===== src/rtl/memory_arb_if.sv =====
`default_nettype none
// memory_arb_if: per-port request/response bundle between bus masters and memory_arb.
// Rev 1.0
interface memory_arb_if #(
  parameter int WIDTH      = 16,
  parameter int DEPTH      = 64,
  parameter int ADDR_WIDTH = $clog2(DEPTH),
  parameter int PORTS      = 2
);
  logic [PORTS-1:0]            valid;
  logic [PORTS-1:0]            wr_rd;
  logic [PORTS*ADDR_WIDTH-1:0] addr;
  logic [PORTS*WIDTH-1:0]      wdata;
  logic [PORTS*WIDTH/8-1:0]    be;
  logic [PORTS-1:0]            ready;
  logic [PORTS-1:0]            rvalid;
  logic [PORTS*WIDTH-1:0]      rdata;
  logic [PORTS-1:0]            err;

  modport master (
    output valid, wr_rd, addr, wdata, be,
    input  ready, rvalid, rdata, err
  );

  modport slave (
    input  valid, wr_rd, addr, wdata, be,
    output ready, rvalid, rdata, err
  );
endinterface
`default_nettype wire


===== src/rtl/memory_arb.sv =====
`default_nettype none
// memory_arb: round-robin shared scratchpad with byte-enable writes, RD_LAT response
// pipeline, out-of-range error reporting and post-reset zero-fill.  Rev 1.0
module memory_arb #(
  parameter int WIDTH      = 16,
  parameter int DEPTH      = 64,
  parameter int ADDR_WIDTH = $clog2(DEPTH),
  parameter int PORTS      = 2,
  parameter int RD_LAT     = 1
) (
  input wire logic    clk,
  input wire logic    res,
  memory_arb_if.slave bus
);
  localparam int c_PTR_W = (PORTS > 1) ? $clog2(PORTS) : 1;
  localparam int c_BYTES = WIDTH / 8;

  typedef enum logic [0:0] {
    INIT = 1'b0,
    RUN  = 1'b1
  } state_t;

  state_t                r_state, w_state_nxt;
  logic [ADDR_WIDTH-1:0] r_cnt, w_cnt_nxt;
  logic [c_PTR_W-1:0]    r_rr, w_rr_nxt;
  logic [PORTS-1:0]      w_grant;
  logic [c_PTR_W-1:0]    w_win;
  logic                  w_found;
  logic [c_PTR_W:0]      w_sum;

  logic                  w_sel_wr;
  logic [ADDR_WIDTH-1:0] w_sel_addr;
  logic [WIDTH-1:0]      w_sel_wdata;
  logic [c_BYTES-1:0]    w_sel_be;
  logic                  w_in_range;
  logic [WIDTH-1:0]      w_rd_word;

  logic [WIDTH-1:0]      mem [DEPTH];

  logic [RD_LAT-1:0]     r_pv;
  logic [RD_LAT-1:0]     r_perr;
  logic [c_PTR_W-1:0]    r_pport [RD_LAT];
  logic [WIDTH-1:0]      r_pdata [RD_LAT];

  always_ff @(posedge clk or posedge res) begin
    if (res) begin
      r_state <= INIT;
      r_cnt   <= '0;
      r_rr    <= '0;
    end else begin
      r_state <= w_state_nxt;
      r_cnt   <= w_cnt_nxt;
      r_rr    <= w_rr_nxt;
    end
  end

  always_comb begin
    w_state_nxt = r_state;
    w_cnt_nxt   = r_cnt;
    w_rr_nxt    = r_rr;
    w_grant     = '0;
    w_win       = '0;
    w_found     = 1'b0;
    w_sum       = '0;
    case (r_state)
      INIT: begin
        if (r_cnt == ADDR_WIDTH'(DEPTH - 1)) begin
          w_state_nxt = RUN;
          w_cnt_nxt   = '0;
        end else begin
          w_cnt_nxt = r_cnt + 1'b1;
        end
      end
      RUN: begin
        // first valid port at or above the pointer, wrapping modulo PORTS
        for (int i = 0; i < PORTS; i++) begin
          w_sum = {1'b0, r_rr} + (c_PTR_W + 1)'(i);
          if (w_sum >= (c_PTR_W + 1)'(PORTS)) begin
            w_sum = w_sum - (c_PTR_W + 1)'(PORTS);
          end
          if (!w_found && bus.valid[w_sum[c_PTR_W-1:0]]) begin
            w_found                      = 1'b1;
            w_win                        = w_sum[c_PTR_W-1:0];
            w_grant[w_sum[c_PTR_W-1:0]] = 1'b1;
          end
        end
        if (w_found) begin
          w_rr_nxt = (w_win == c_PTR_W'(PORTS - 1)) ? '0 : w_win + 1'b1;
        end
      end
      default: w_state_nxt = INIT;
    endcase
  end

  always_comb begin
    w_sel_wr    = 1'b0;
    w_sel_addr  = '0;
    w_sel_wdata = '0;
    w_sel_be    = '0;
    for (int p = 0; p < PORTS; p++) begin
      if (w_grant[p]) begin
        w_sel_wr    = bus.wr_rd[p];
        w_sel_addr  = bus.addr[p*ADDR_WIDTH +: ADDR_WIDTH];
        w_sel_wdata = bus.wdata[p*WIDTH +: WIDTH];
        w_sel_be    = bus.be[p*c_BYTES +: c_BYTES];
      end
    end
  end

  assign w_in_range = (32'(w_sel_addr) < DEPTH);
  assign w_rd_word  = w_in_range ? mem[w_sel_addr] : '0;
  assign bus.ready  = w_grant;

  always_ff @(posedge clk) begin
    if (r_state == INIT) begin
      mem[r_cnt] <= '0;
    end else if (w_found && w_sel_wr && w_in_range) begin
      for (int b = 0; b < c_BYTES; b++) begin
        if (w_sel_be[b]) begin
          mem[w_sel_addr][8*b +: 8] <= w_sel_wdata[8*b +: 8];
        end
      end
    end
  end

  // The response travels with its port number so only the accepting port sees it.
  always_ff @(posedge clk or posedge res) begin
    if (res) begin
      r_pv   <= '0;
      r_perr <= '0;
      for (int i = 0; i < RD_LAT; i++) begin
        r_pport[i] <= '0;
        r_pdata[i] <= '0;
      end
    end else begin
      r_pv[0]    <= w_found;
      r_pport[0] <= w_win;
      r_perr[0]  <= w_found && !w_in_range;
      r_pdata[0] <= (w_found && !w_sel_wr) ? w_rd_word : '0;
      for (int i = 1; i < RD_LAT; i++) begin
        r_pv[i]    <= r_pv[i-1];
        r_pport[i] <= r_pport[i-1];
        r_perr[i]  <= r_perr[i-1];
        r_pdata[i] <= r_pdata[i-1];
      end
    end
  end

  generate
    for (genvar p = 0; p < PORTS; p++) begin : g_resp
      logic w_hit;
      assign w_hit                      = r_pv[RD_LAT-1] && (r_pport[RD_LAT-1] == c_PTR_W'(p));
      assign bus.rvalid[p]              = w_hit;
      assign bus.err[p]                 = w_hit && r_perr[RD_LAT-1];
      assign bus.rdata[p*WIDTH +: WIDTH] = w_hit ? r_pdata[RD_LAT-1] : '0;
    end
  endgenerate
endmodule
`default_nettype wire


===== src/flat_wrapper.sv =====
// flat-port wrapper written by rule: the top's interface ports become plain ports
module memory_arb_flat 
#(
  parameter int WIDTH      = 16,
  parameter int DEPTH      = 64,
  parameter int ADDR_WIDTH = $clog2(DEPTH),
  parameter int PORTS      = 2,
  parameter int RD_LAT     = 1
)
  (clk, res, bus_valid, bus_wr_rd, bus_addr, bus_wdata, bus_be, bus_ready, bus_rvalid, bus_rdata, bus_err);
  memory_arb_if #(.WIDTH(WIDTH), .DEPTH(DEPTH), .ADDR_WIDTH(ADDR_WIDTH), .PORTS(PORTS)) bus_i ();
  input wire logic clk;
  input wire logic res;
  input wire logic [$bits(bus_i.valid)-1:0] bus_valid;
  input wire logic [$bits(bus_i.wr_rd)-1:0] bus_wr_rd;
  input wire logic [$bits(bus_i.addr)-1:0] bus_addr;
  input wire logic [$bits(bus_i.wdata)-1:0] bus_wdata;
  input wire logic [$bits(bus_i.be)-1:0] bus_be;
  output wire logic [$bits(bus_i.ready)-1:0] bus_ready;
  output wire logic [$bits(bus_i.rvalid)-1:0] bus_rvalid;
  output wire logic [$bits(bus_i.rdata)-1:0] bus_rdata;
  output wire logic [$bits(bus_i.err)-1:0] bus_err;
  assign bus_i.valid = bus_valid;
  assign bus_i.wr_rd = bus_wr_rd;
  assign bus_i.addr = bus_addr;
  assign bus_i.wdata = bus_wdata;
  assign bus_i.be = bus_be;
  assign bus_ready = bus_i.ready;
  assign bus_rvalid = bus_i.rvalid;
  assign bus_rdata = bus_i.rdata;
  assign bus_err = bus_i.err;
  memory_arb #(.WIDTH(WIDTH), .DEPTH(DEPTH), .ADDR_WIDTH(ADDR_WIDTH), .PORTS(PORTS), .RD_LAT(RD_LAT)) u_core (.clk(clk), .res(res), .bus(bus_i));
endmodule

===== config.mk =====
export PLATFORM = sky130hd
export DESIGN_NAME = memory_arb_flat
export DESIGN_NICKNAME = d
export VERILOG_FILES = /design/src/rtl/memory_arb_if.sv /design/src/rtl/memory_arb.sv /design/src/flat_wrapper.sv
export SDC_FILE = /design/constraint.sdc
export NUM_CORES = 1
export LEC_CHECK = 0
export ABC_AREA = 1
export BUFFER_PORTS_ARGS = -buffer_cell sky130_fd_sc_hd__buf_4
export CAP_MARGIN = 30
export CORE_MARGIN = 4
export CORE_UTILIZATION = 48
export DETAILED_ROUTE_END_ITERATION = 10
export GPL_TIMING_DRIVEN = 1
export PLACE_DENSITY = 0.62
export SLEW_MARGIN = 20
export SYNTH_ARGS = -nofsm -noshare
export SYNTH_HDL_FRONTEND = slang
export SYNTH_SLANG_ARGS = --single-unit

===== constraint.sdc =====
create_clock -name clk -period 10.7 [get_ports clk]
set_clock_uncertainty 0.2 [all_clocks]
set_input_delay 0.535 -clock clk [delete_from_list [all_inputs] [get_ports clk]]
set_output_delay 0.535 -clock clk [all_outputs]
set_load 0.1 [all_outputs]

==> reports/results.ini <==
[placed_design]
place_ws_ns = 5.41
place_congestion = 0.840
placement.io_buffers = 89
place_inst = 4902
dp_hpwl_um = 68100

[floorplanning]
ioPinCount = 92
die_w_um = 309
start_util = 0.484
num_rows = 110
die_y_um = 309
dieArea_um2 = 95700
core_area_um2 = 90000

[layout]
layout-drive-gt1-share = 0.0974
multiInputGateArea_um2 = 11100
diodes = 0
areaGrowthSynthToFinish_pct = 12.6
n_fill_cell = 7621
final_cells = 5108
fin_nets = 3900
seq_area_um2 = 31400

[power_and_ir_drop]
peakVddDrop_mv = 0.137
p_leak_nw = 16.8
powerDensity_nw_per_um2 = 168

[critical_path]
crit_type = flop to flop
endpoint_kind = flop
critPathMaxFanout = 78
required_ns = 11.10
start_kind = flop
crit_arrival_ns = 5.45
r2r_cells = 15

[worst_hold_path]
hold_class = input pin to flop
whs_path_depth = 3

[logic_synthesis]
synthArstFlopShare = 0.0248
yosys.area_share.simple = 0.242
synth_area_um2 = 43600
synth-xor-area-share = 0.000603
avgSynthCellArea_um2 = 11.4
synthMuxAreaShare = 0
synthFlopType = edfxtp_1
synthCells = 3837
synth_seq_area_share = 0.720
synth_cell_types = 34
ys_warn_count = 0
synth_edf_count = 1024
synth-compound-area-share = 0.00511
synth_adder_area_share = 0.000287
synth_top_family_by_area = simple AND/OR/NAND/NOR gates
synth_seq_cells = 1050

[global_routing]
grt_overflow = 0
grt_max_degree = 202
grt_pass1_vias = 28075
grtUsageTotal = 0.248
grt_antenna_before_repair = 1
grt_pass1_wl_um = 179000

[clocking]
htreeDepth = 3
clkTransAtPathRegs_ns = 0.06
cts-root-buf = clkbuf_16
cts_resized = 0
clockBufferDepth = 3
cts_sinks = 1050
clock_latency_ns = 0.67
tritoncts = yes
cts_buffers = 104

[route]
met2_length_um = 54900
vias_per_cell = 5.78
wl_per_cell_um = 23.4
top_layer = met4
wl_um = 120000
met3WireLength_um = 10300
dr.pass1.iters = 6
vias = 29528
wl_met1_um = 50700
drt_iter0_markers = 3315
ant_nets = 0
drc_errors = 0

[sta]
fin_hold_ws_ns = 0.168
period_share = 0.472
fmax_mhz = 198
drv_slew = 0
min_period_ns = 5.05
rsz0062_at_grt = false
fin_ws_ns = 5.65
setup_viol = 0
tightest_slew_ns = 1.04
slew_headroom = 0.309
hold_violations = 0
tns_ns = 0

[job]
max-cap-violations = 0

[status]
status = completed

worst paths after layout:
kind	startpoint	end	slack [ns]
max in group asynchronous	res	u_core.r_pdata[12]	9.51
min in group asynchronous	res	u_core.r_pdata[5]	0.40
max reg2reg	u_core.r_state	u_core.r_pdata[9]	5.65
max	u_core.r_state	u_core.r_pdata[9]	5.65
min reg2reg	u_core.r_cnt[4]	u_core.r_cnt[4]	0.33
min	bus_wdata[20]	u_core.mem[24][4]	0.17
report_power, final:
group | internal (mW) | total (mW) | switching (mW)
Clock | 2.24 | 3.77 | 1.54
Combinational | 0.0130 | 0.0239 | 0.0109
Sequential | 4.44 | 4.44 | 0
Total | 6.69 | 8.24 | 1.55
what timing repair did:
action | CTS | global route
setup buffers | 0 | 0
hold buffers | 1 | 0
endpoints found under the hold margin | 26 | 0
worst max-delay path: stages, from the launching register on:
cell and delay (ns):
dfrtp_1 0.50, nand2_1 0.11, inv_2 0.12, nand3_4 0.44, nand2_4 0.80, buf_4 0.51
buf_16 0.31, buf_4 0.72, nand2_1 0.16, nand3_1 0.15, nand3_1 0.09, nand3_1 0.16
nand3_1 0.18, nand2_1 0.12, nor2_1 0.10, nor2_1 0.11
placed cells by master (no fill, tap or decap), drive strengths merged:
cell / Yosys / final
a21oi: 20 / 20
buf: 84 / 155
bufinv: 0 / 15
clkbuf: 171 / 136
clkinv: 2 / 36
clkinvlp: 0 / 3
conb: 1 / 2
dfrtp: 26 / 26
dlygate4sd3: 0 / 1
edfxtp: 1024 / 1024
ha: 1 / 1
inv: 84 / 89
nand2: 1115 / 1115
nand3: 1038 / 1038
nand3b: 25 / 25
nor2: 225 / 225
nor3: 1 / 1
nor4: 1 / 1
o2111ai: 1 / 1
o211ai: 1 / 1
o21ai: 9 / 9
o22ai: 4 / 4
or2: 1 / 1
xnor2: 1 / 1
xor2: 2 / 2
per-stage QoR:
stage | total power [mW] | util | cell area (µm²)
2_1_floorplan | 4.54 | - | 43600
3_3_place_gp | 4.55 | 0.504 | 45400
3_5_place_dp | 4.55 | 0.504 | 45400
4_1_cts | 8.27 | 0.544 | 48900
5_1_grt | 8.44 | 0.545 | 49100
6_report | 8.24 | 0.545 | 49100
final cells by class:
cell class                      instances  area share
Tap cell                             1176      0.0300
Sequential cell                      1050       0.640
Timing Repair Buffer                  156      0.0251
Multi-Input combinational cell       2447       0.226
Clock buffer                          136      0.0582
Inverter                               86     0.00698
Clock inverter                         57      0.0136
metal layers:
layer / global-route usage / vias up
met1: 0.364 / 14436
met5: 0 / -
li1: - / 13488
met2: 0.385 / 1400
met4: 0.0757 / 0
met3: 0.0394 / 204
cell families after synthesis:
family	count (synthesis)
flip-flops	1050
buffers and inverters	341
AO/OA/AOI/OAI	35
AND/OR/NAND/NOR	2406
other	1
XOR/XNOR	3
adder cells (fa/ha/maj)	1
sequential cells by signal (all words and copies together) (netlist names):
register,cells
u_core.mem,1024
u_core.r_pv,1
u_core.r_rr,1
u_core.r_state,1
u_core.r_cnt,6
u_core.r_pport,1
u_core.r_pdata,16
cell usage after synthesis, types with 2 or more instances:
cell	n	area, µm²
nand2_1	1108	4160
buf_6	2	22.5
buf_2	59	295
nand3_1	1038	5190
clkinv_1	2	7.51
xor2_1	2	17.5
inv_1	75	282
nand3b_1	25	188
nand2_2	6	37.5
buf_4	5	37.5
a21oi_1	20	100
edfxtp_1	1024	30700
inv_2	8	30.0
buf_1	18	67.6
o21ai_0	3	15.0
o22ai_1	3	18.8
nor2_2	4	25.0
clkbuf_1	171	642
dfrtp_1	26	651
nor2_4	12	135
nor2_1	209	785
o21ai_2	5	43.8
Note: power is estimated with default switching activity, not from simulation.
